===== src/rtl/codeword_loader_pkg.sv =====
// Shared constants and FSM encoding for the RS decoder front end.
// Reused by the loader, syndrome and correction stages.
package codeword_loader_pkg;

  localparam int CODEWORD_LEN = 255;
  localparam int SYMBOL_WIDTH = 8;
  localparam int ADDR_WIDTH   = 8;

  typedef enum logic [1:0] {
    ST_IDLE = 2'd0,
    ST_LOAD = 2'd1,
    ST_HOLD = 2'd2
  } ld_state_t;

endpackage


===== src/rtl/codeword_ram.sv =====
// Codeword buffer: one sync write port, one sync read port (1-cycle latency).
// Ports: clock, wr_en/wr_addr/wr_data, rd_en/rd_addr -> rd_data.
module codeword_ram #(
  parameter int depth = 255,
  parameter int width = 8,
  parameter int aw    = 8
) (
  input  logic             clock,
  input  logic             wr_en,
  input  logic [aw-1:0]    wr_addr,
  input  logic [width-1:0] wr_data,
  input  logic             rd_en,
  input  logic [aw-1:0]    rd_addr,
  output logic [width-1:0] rd_data
);

  logic [width-1:0] mem [depth];

  always_ff @(posedge clock) begin
    if (wr_en)
      mem[wr_addr] <= wr_data;
  end

  always_ff @(posedge clock) begin
    if (rd_en)
      rd_data <= mem[rd_addr];
  end

endmodule


===== src/rtl/codeword_loader.sv =====
// Loads one RS codeword into a buffer, strobes each symbol to the syndrome
// stage, then holds it for the correction stage until release_buf.
// Ports: clock/reset, in_valid/in_byte/in_ready upstream,
// new_data/recd/decoder_rd_addr to syndrome, codeword_loaded,
// corr_rd_en/corr_rd_addr/corr_rd_data and release_buf to correction.
module codeword_loader
  import codeword_loader_pkg::*;
#(
  parameter int codeword_length = CODEWORD_LEN,
  parameter int width           = SYMBOL_WIDTH
) (
  input  logic                  clock,
  input  logic                  reset,
  input  logic                  in_valid,
  input  logic [width-1:0]      in_byte,
  output logic                  in_ready,
  output logic                  new_data,
  output logic [width-1:0]      recd,
  output logic [ADDR_WIDTH-1:0] decoder_rd_addr,
  output logic                  codeword_loaded,
  input  logic                  corr_rd_en,
  input  logic [ADDR_WIDTH-1:0] corr_rd_addr,
  output logic [width-1:0]      corr_rd_data,
  input  logic                  release_buf
);

  localparam logic [ADDR_WIDTH-1:0] last_idx =
    ADDR_WIDTH'(codeword_length - 1);

  ld_state_t             state;
  logic [ADDR_WIDTH-1:0] count;
  logic                  fire;
  logic                  rd_ok;
  logic                  ram_rd;
  logic                  rd_gate;
  logic [width-1:0]      ram_q;

  assign fire   = in_valid & in_ready;
  assign rd_ok  = corr_rd_addr <= last_idx;
  assign ram_rd = corr_rd_en & rd_ok & (state == ST_HOLD);

  // rd_gate qualifies the RAM output: zero outside HOLD or
  // after an out-of-range read, so stale RAM data never leaks.
  assign corr_rd_data = rd_gate ? ram_q : '0;

  always_ff @(posedge clock) begin
    if (reset) begin
      state           <= ST_IDLE;
      count           <= '0;
      in_ready        <= 1'b0;
      new_data        <= 1'b0;
      recd            <= '0;
      decoder_rd_addr <= '0;
      codeword_loaded <= 1'b0;
      rd_gate         <= 1'b0;
    end else begin
      new_data <= 1'b0;

      if (state == ST_HOLD) begin
        if (corr_rd_en)
          rd_gate <= rd_ok;
      end else begin
        rd_gate <= 1'b0;
      end

      unique case (state)
        ST_IDLE: begin
          state    <= ST_LOAD;
          in_ready <= 1'b1;
        end
        ST_LOAD: begin
          if (fire) begin
            new_data        <= 1'b1;
            recd            <= in_byte;
            decoder_rd_addr <= count + 1'b1;
            count           <= count + 1'b1;
            // last symbol: loaded flag rises with its strobe
            if (count == last_idx) begin
              state           <= ST_HOLD;
              in_ready        <= 1'b0;
              codeword_loaded <= 1'b1;
            end
          end
        end
        ST_HOLD: begin
          if (release_buf) begin
            state           <= ST_IDLE;
            count           <= '0;
            codeword_loaded <= 1'b0;
          end
        end
        default: begin
          state    <= ST_IDLE;
          in_ready <= 1'b0;
        end
      endcase
    end
  end

  codeword_ram #(
    .depth (codeword_length),
    .width (width),
    .aw    (ADDR_WIDTH)
  ) u_ram (
    .clock   (clock),
    .wr_en   (fire),
    .wr_addr (count),
    .wr_data (in_byte),
    .rd_en   (ram_rd),
    .rd_addr (corr_rd_addr),
    .rd_data (ram_q)
  );

endmodule

===== config.mk =====
export PLATFORM = sky130hd
export DESIGN_NAME = codeword_loader
export DESIGN_NICKNAME = d
export VERILOG_FILES = /design/src/rtl/codeword_loader_pkg.sv /design/src/rtl/codeword_ram.sv /design/src/rtl/codeword_loader.sv
export SDC_FILE = /design/constraint.sdc
export NUM_CORES = 2
export LEC_CHECK = 0
export BUFFER_PORTS_ARGS = -buffer_cell sky130_fd_sc_hd__buf_2
export CORE_UTILIZATION = 55
export CTS_BUF_LIST = sky130_fd_sc_hd__clkbuf_4
export CTS_CLUSTER_SIZE = 14
export DETAILED_ROUTE_END_ITERATION = 16
export PLACE_DENSITY_LB_ADDON = 0.08
export SYNTH_ARGS = -nofsm -noshare
export SYNTH_HDL_FRONTEND = slang
export SYNTH_SLANG_ARGS = --single-unit

===== constraint.sdc =====
create_clock -name clock -period 5.3 [get_ports clock]
set_input_delay 0.795 -clock clock [delete_from_list [all_inputs] [get_ports clock]]
set_output_delay 0.795 -clock clock [all_outputs]
set_load 0.01 [all_outputs]

==> results.yml <==
sta:
  rsz0062_at_grt: "no"
  setup_viol: 0
  max_freq_mhz: 271
  slew_headroom: 0.199
  worstMarginPinSlew_ns: 1.20
  drv_slew: 0
  hold_viol: 0
  period_share: 0.695
  setup_tns_ns: 0
  finalClockSkew_ns: 0.0710
  period_needed_ns: 3.68
logic_synthesis:
  syn_inst: 4015
  synth_edf_count: 2048
  postSynthAreaPerCell_um2: 20.2
  syn_area_um2: 81100
  synth-async-reset-ratio: 0
  synth.distinct_cells: 71
  yosysTopAreaCell: "edfxtp_1"
  synthTopCellsByArea: "edfxtp_1 (76%), mux4_2 (12%), mux2i_1 (2.7%)"
  synth_ff_type: "edfxtp_1"
  yosysTopAreaCellShare: 0.759
  synth_seq_cells: 2078
  yosysWarningCount: 0
  ys_seq_area_frac: 0.766
  syn_nets: 4040
clocking:
  clkTransAtPathRegs_ns: 0.06
  cts_tree: "built"
  ctsRootBufferMaster: "clkbuf_4"
  cts_buffer_depth: 4
  cts_resized: 0
  post-cts-setup-buffer-count: 0
  clock-sinks: 2078
  h-tree-depth: 6
  clock_latency_ns: 1.31
  numCtsBuffers: 555
detailed_routing:
  via_per_inst: 6.43
  firstDrtPassIters: 6
  vias: 43700
  initialDrtViolationCount: 5240
  drt_wl_total_mm: 222
  wl_per_cell_um: 32.6
  antenna_left: 0
  drc: 0
hold_path:
  hold_path_class: "in2reg"
  hp-start: "in_byte[4]"
setup_path:
  r2r-start: "count[6]$_SDFFE_PP0P_"
  slowest_delay_ns: 1.10
  worstSetupStartpoint: "count[6]$_SDFFE_PP0P_"
  crit_slowest_cell: "nor2_1"
  reg2reg_depth: 3
  worst-endpoint-arrival_ns: 4.56
  cp-start-kind: "register"
  regToRegSetupSlack_ns: 1.62
  path_cells: "nor2b_1 > nand3_1 > nor2_1"
  required_ns: 6.18
  r2r-end: "u_ram.mem[187][4]$_DFFE_PP_"
  critPathKind: "reg2reg"
  crit_end: "u_ram.mem[187][4]$_DFFE_PP_"
  worst_setup_path_end_kind: "register"
  path_max_fanout: 16
global_routing:
  grt_start_max_net_pins: 144
  grt_pass1_wl_mm: 315
  grtUsageTotal: 0.303
  gr-total-overflow: 0
  grt_pass1_vias: 43400
  antenna_found_initial: 13
floorplan:
  io_pins: 48
  die_w_um: 386
  die_area_um2: 149000
  core_area_um2: 146000
  start_util: 0.556
  die_y_um: 386
  placement_rows: 140
cells_and_area:
  seqCellArea_um2: 62100
  nets: 4542
  multi_input_area_um2: 17400
  syn_to_final_growth_pct: 11.5
  drive_gt1_frac: 0.303
  nFillCells: 10500
  fin_cells: 6804
  stdcell_area_um2: 90400
  final_util: 0.619
place:
  place.gp.congestion: 0.866
  dp.cells: 5872
  io_buffers: 47
  dp_hpwl_mm: 132
  placed_area_um2: 83700
pwr:
  leakagePower_nw: 29.2
  irDropWorstVdd_mv: 0.249
  total_power_mw: 33.2
  power.density_nw_per_um2: 368
status:
  status: "finished, final reports clean"
run:
  drv_cap: 0
-- power by group --
part	switching [mW]	total [mW]	internal (mW)
Combinational	1.11	1.65	0.537
Clock	6.32	13.5	7.22
Sequential	0.00393	18.1	18.0
Total	7.43	33.2	25.8
-- Yosys cell counts (all sizes together) (6+ instances only) --
cell type and instances:
a21oi 109, a22oi 50, and2 16, dfxtp 30, nand3 47, inv 7
mux4 422, clkbuf 107, a2111oi 10, a211oi 30, a221oi 55, nor2 310
o21ai 56, edfxtp 2048, nand4 13, buf 146, nor2b 14, nand2 139
o221ai 32, nor3 14, o211ai 10, a22o 9, o31ai 6, o22ai 25
mux2i 220
-- logic make-up after synthesis --
| family | count (synthesis) | share of synthesized area |
|---|---|---|
| AO/OA/AOI/OAI | 447 | 0.0387 |
| multiplexers | 647 | 0.145 |
| flip-flops | 2078 | 0.766 |
| buffers and inverters | 262 | 0.0193 |
| adder cells (fa/ha/maj) | 4 | 0.000617 |
| AND/OR/NAND/NOR | 571 | 0.0294 |
| XOR/XNOR | 6 | 0.000648 |
-- worst min-delay path by stage --
| stage | to | slack, ns | cells past startpoint |
|---|---|---|---|
| final | u_ram.mem[46][4]$_DFFE_PP_ | 0.17 | 1 |
| after global routing | u_ram.rd_data[5]$_DFFE_PP_ | 0.15 | 3 |
| after CTS | u_ram.mem[46][4]$_DFFE_PP_ | 0.12 | 1 |
| after detailed placement | recd[2]$_SDFFE_PP0P_ | 0.45 | 2 |
| after global placement | recd[4]$_SDFFE_PP0P_ | 0.44 | 2 |
| after floorplan | decoder_rd_addr[1]$_SDFFE_PP0P_ | 0.48 | 2 |
-- stage by stage --
| step | hold WS, ns | setup WS [ns] |
|---|---|---|
| after floorplan | 0.481 | 2.29 |
| after global placement | 0.442 | 0.620 |
| after detailed placement | 0.446 | 0.988 |
| after CTS | 0.121 | 1.69 |
| after global routing | 0.154 | 1.68 |
| final | 0.166 | 1.62 |
-- placed cells by master, fill, tap and decap left out, drive strengths merged, types with 16 or more instances in the layout --
cell / instances
edfxtp: 2048
clkbuf: 814
mux4: 422
nor2: 310
mux2i: 220
buf: 185
nand2: 139
a21oi: 109
clkinv: 94
o21ai: 56
a221oi: 55
a22oi: 50
nand3: 47
o221ai: 32
a211oi: 30
dfxtp: 30
o22ai: 25
inv: 18
and2: 16
-- routing by layer --
layer	vias up	global-route usage	routed length, µm
li1	18000	-	-
met1	22800	0.450	89900
met2	2633	0.441	101000
met3	349	0.0805	25200
met4	0	0.0991	5680
met5	-	0	0
-- what timing repair did --
action	CTS	global route
hold buffers	5	0
endpoints found under the hold margin	52	0
setup endpoints to repair	0	0
-- state kept, by name (all words and copies together) (netlist names) --
name,cells
in_ready,1
decoder_rd_addr,8
count,8
u_ram.mem,2040
u_ram.rd_data,8
new_data,1
codeword_loaded,1
rd_gate,1
recd,8
state,2
-- final cells by class --
cell class,instances,share of cell area
Sequential cell,2078,0.687
Multi-Input combinational cell,1675,0.193
Clock buffer,806,0.0669
Tap cell,1917,0.0265
Timing Repair Buffer,198,0.0193
Clock inverter,109,0.00645
Inverter,9,0.000388
Antenna cell,12,0.000332
-- critical path: cells and delay by family (launching register included) --
family        cells  cell delay, ns
simple gates      3            2.76
flops             1            0.46
Note: power is estimated with default switching activity, not from simulation.
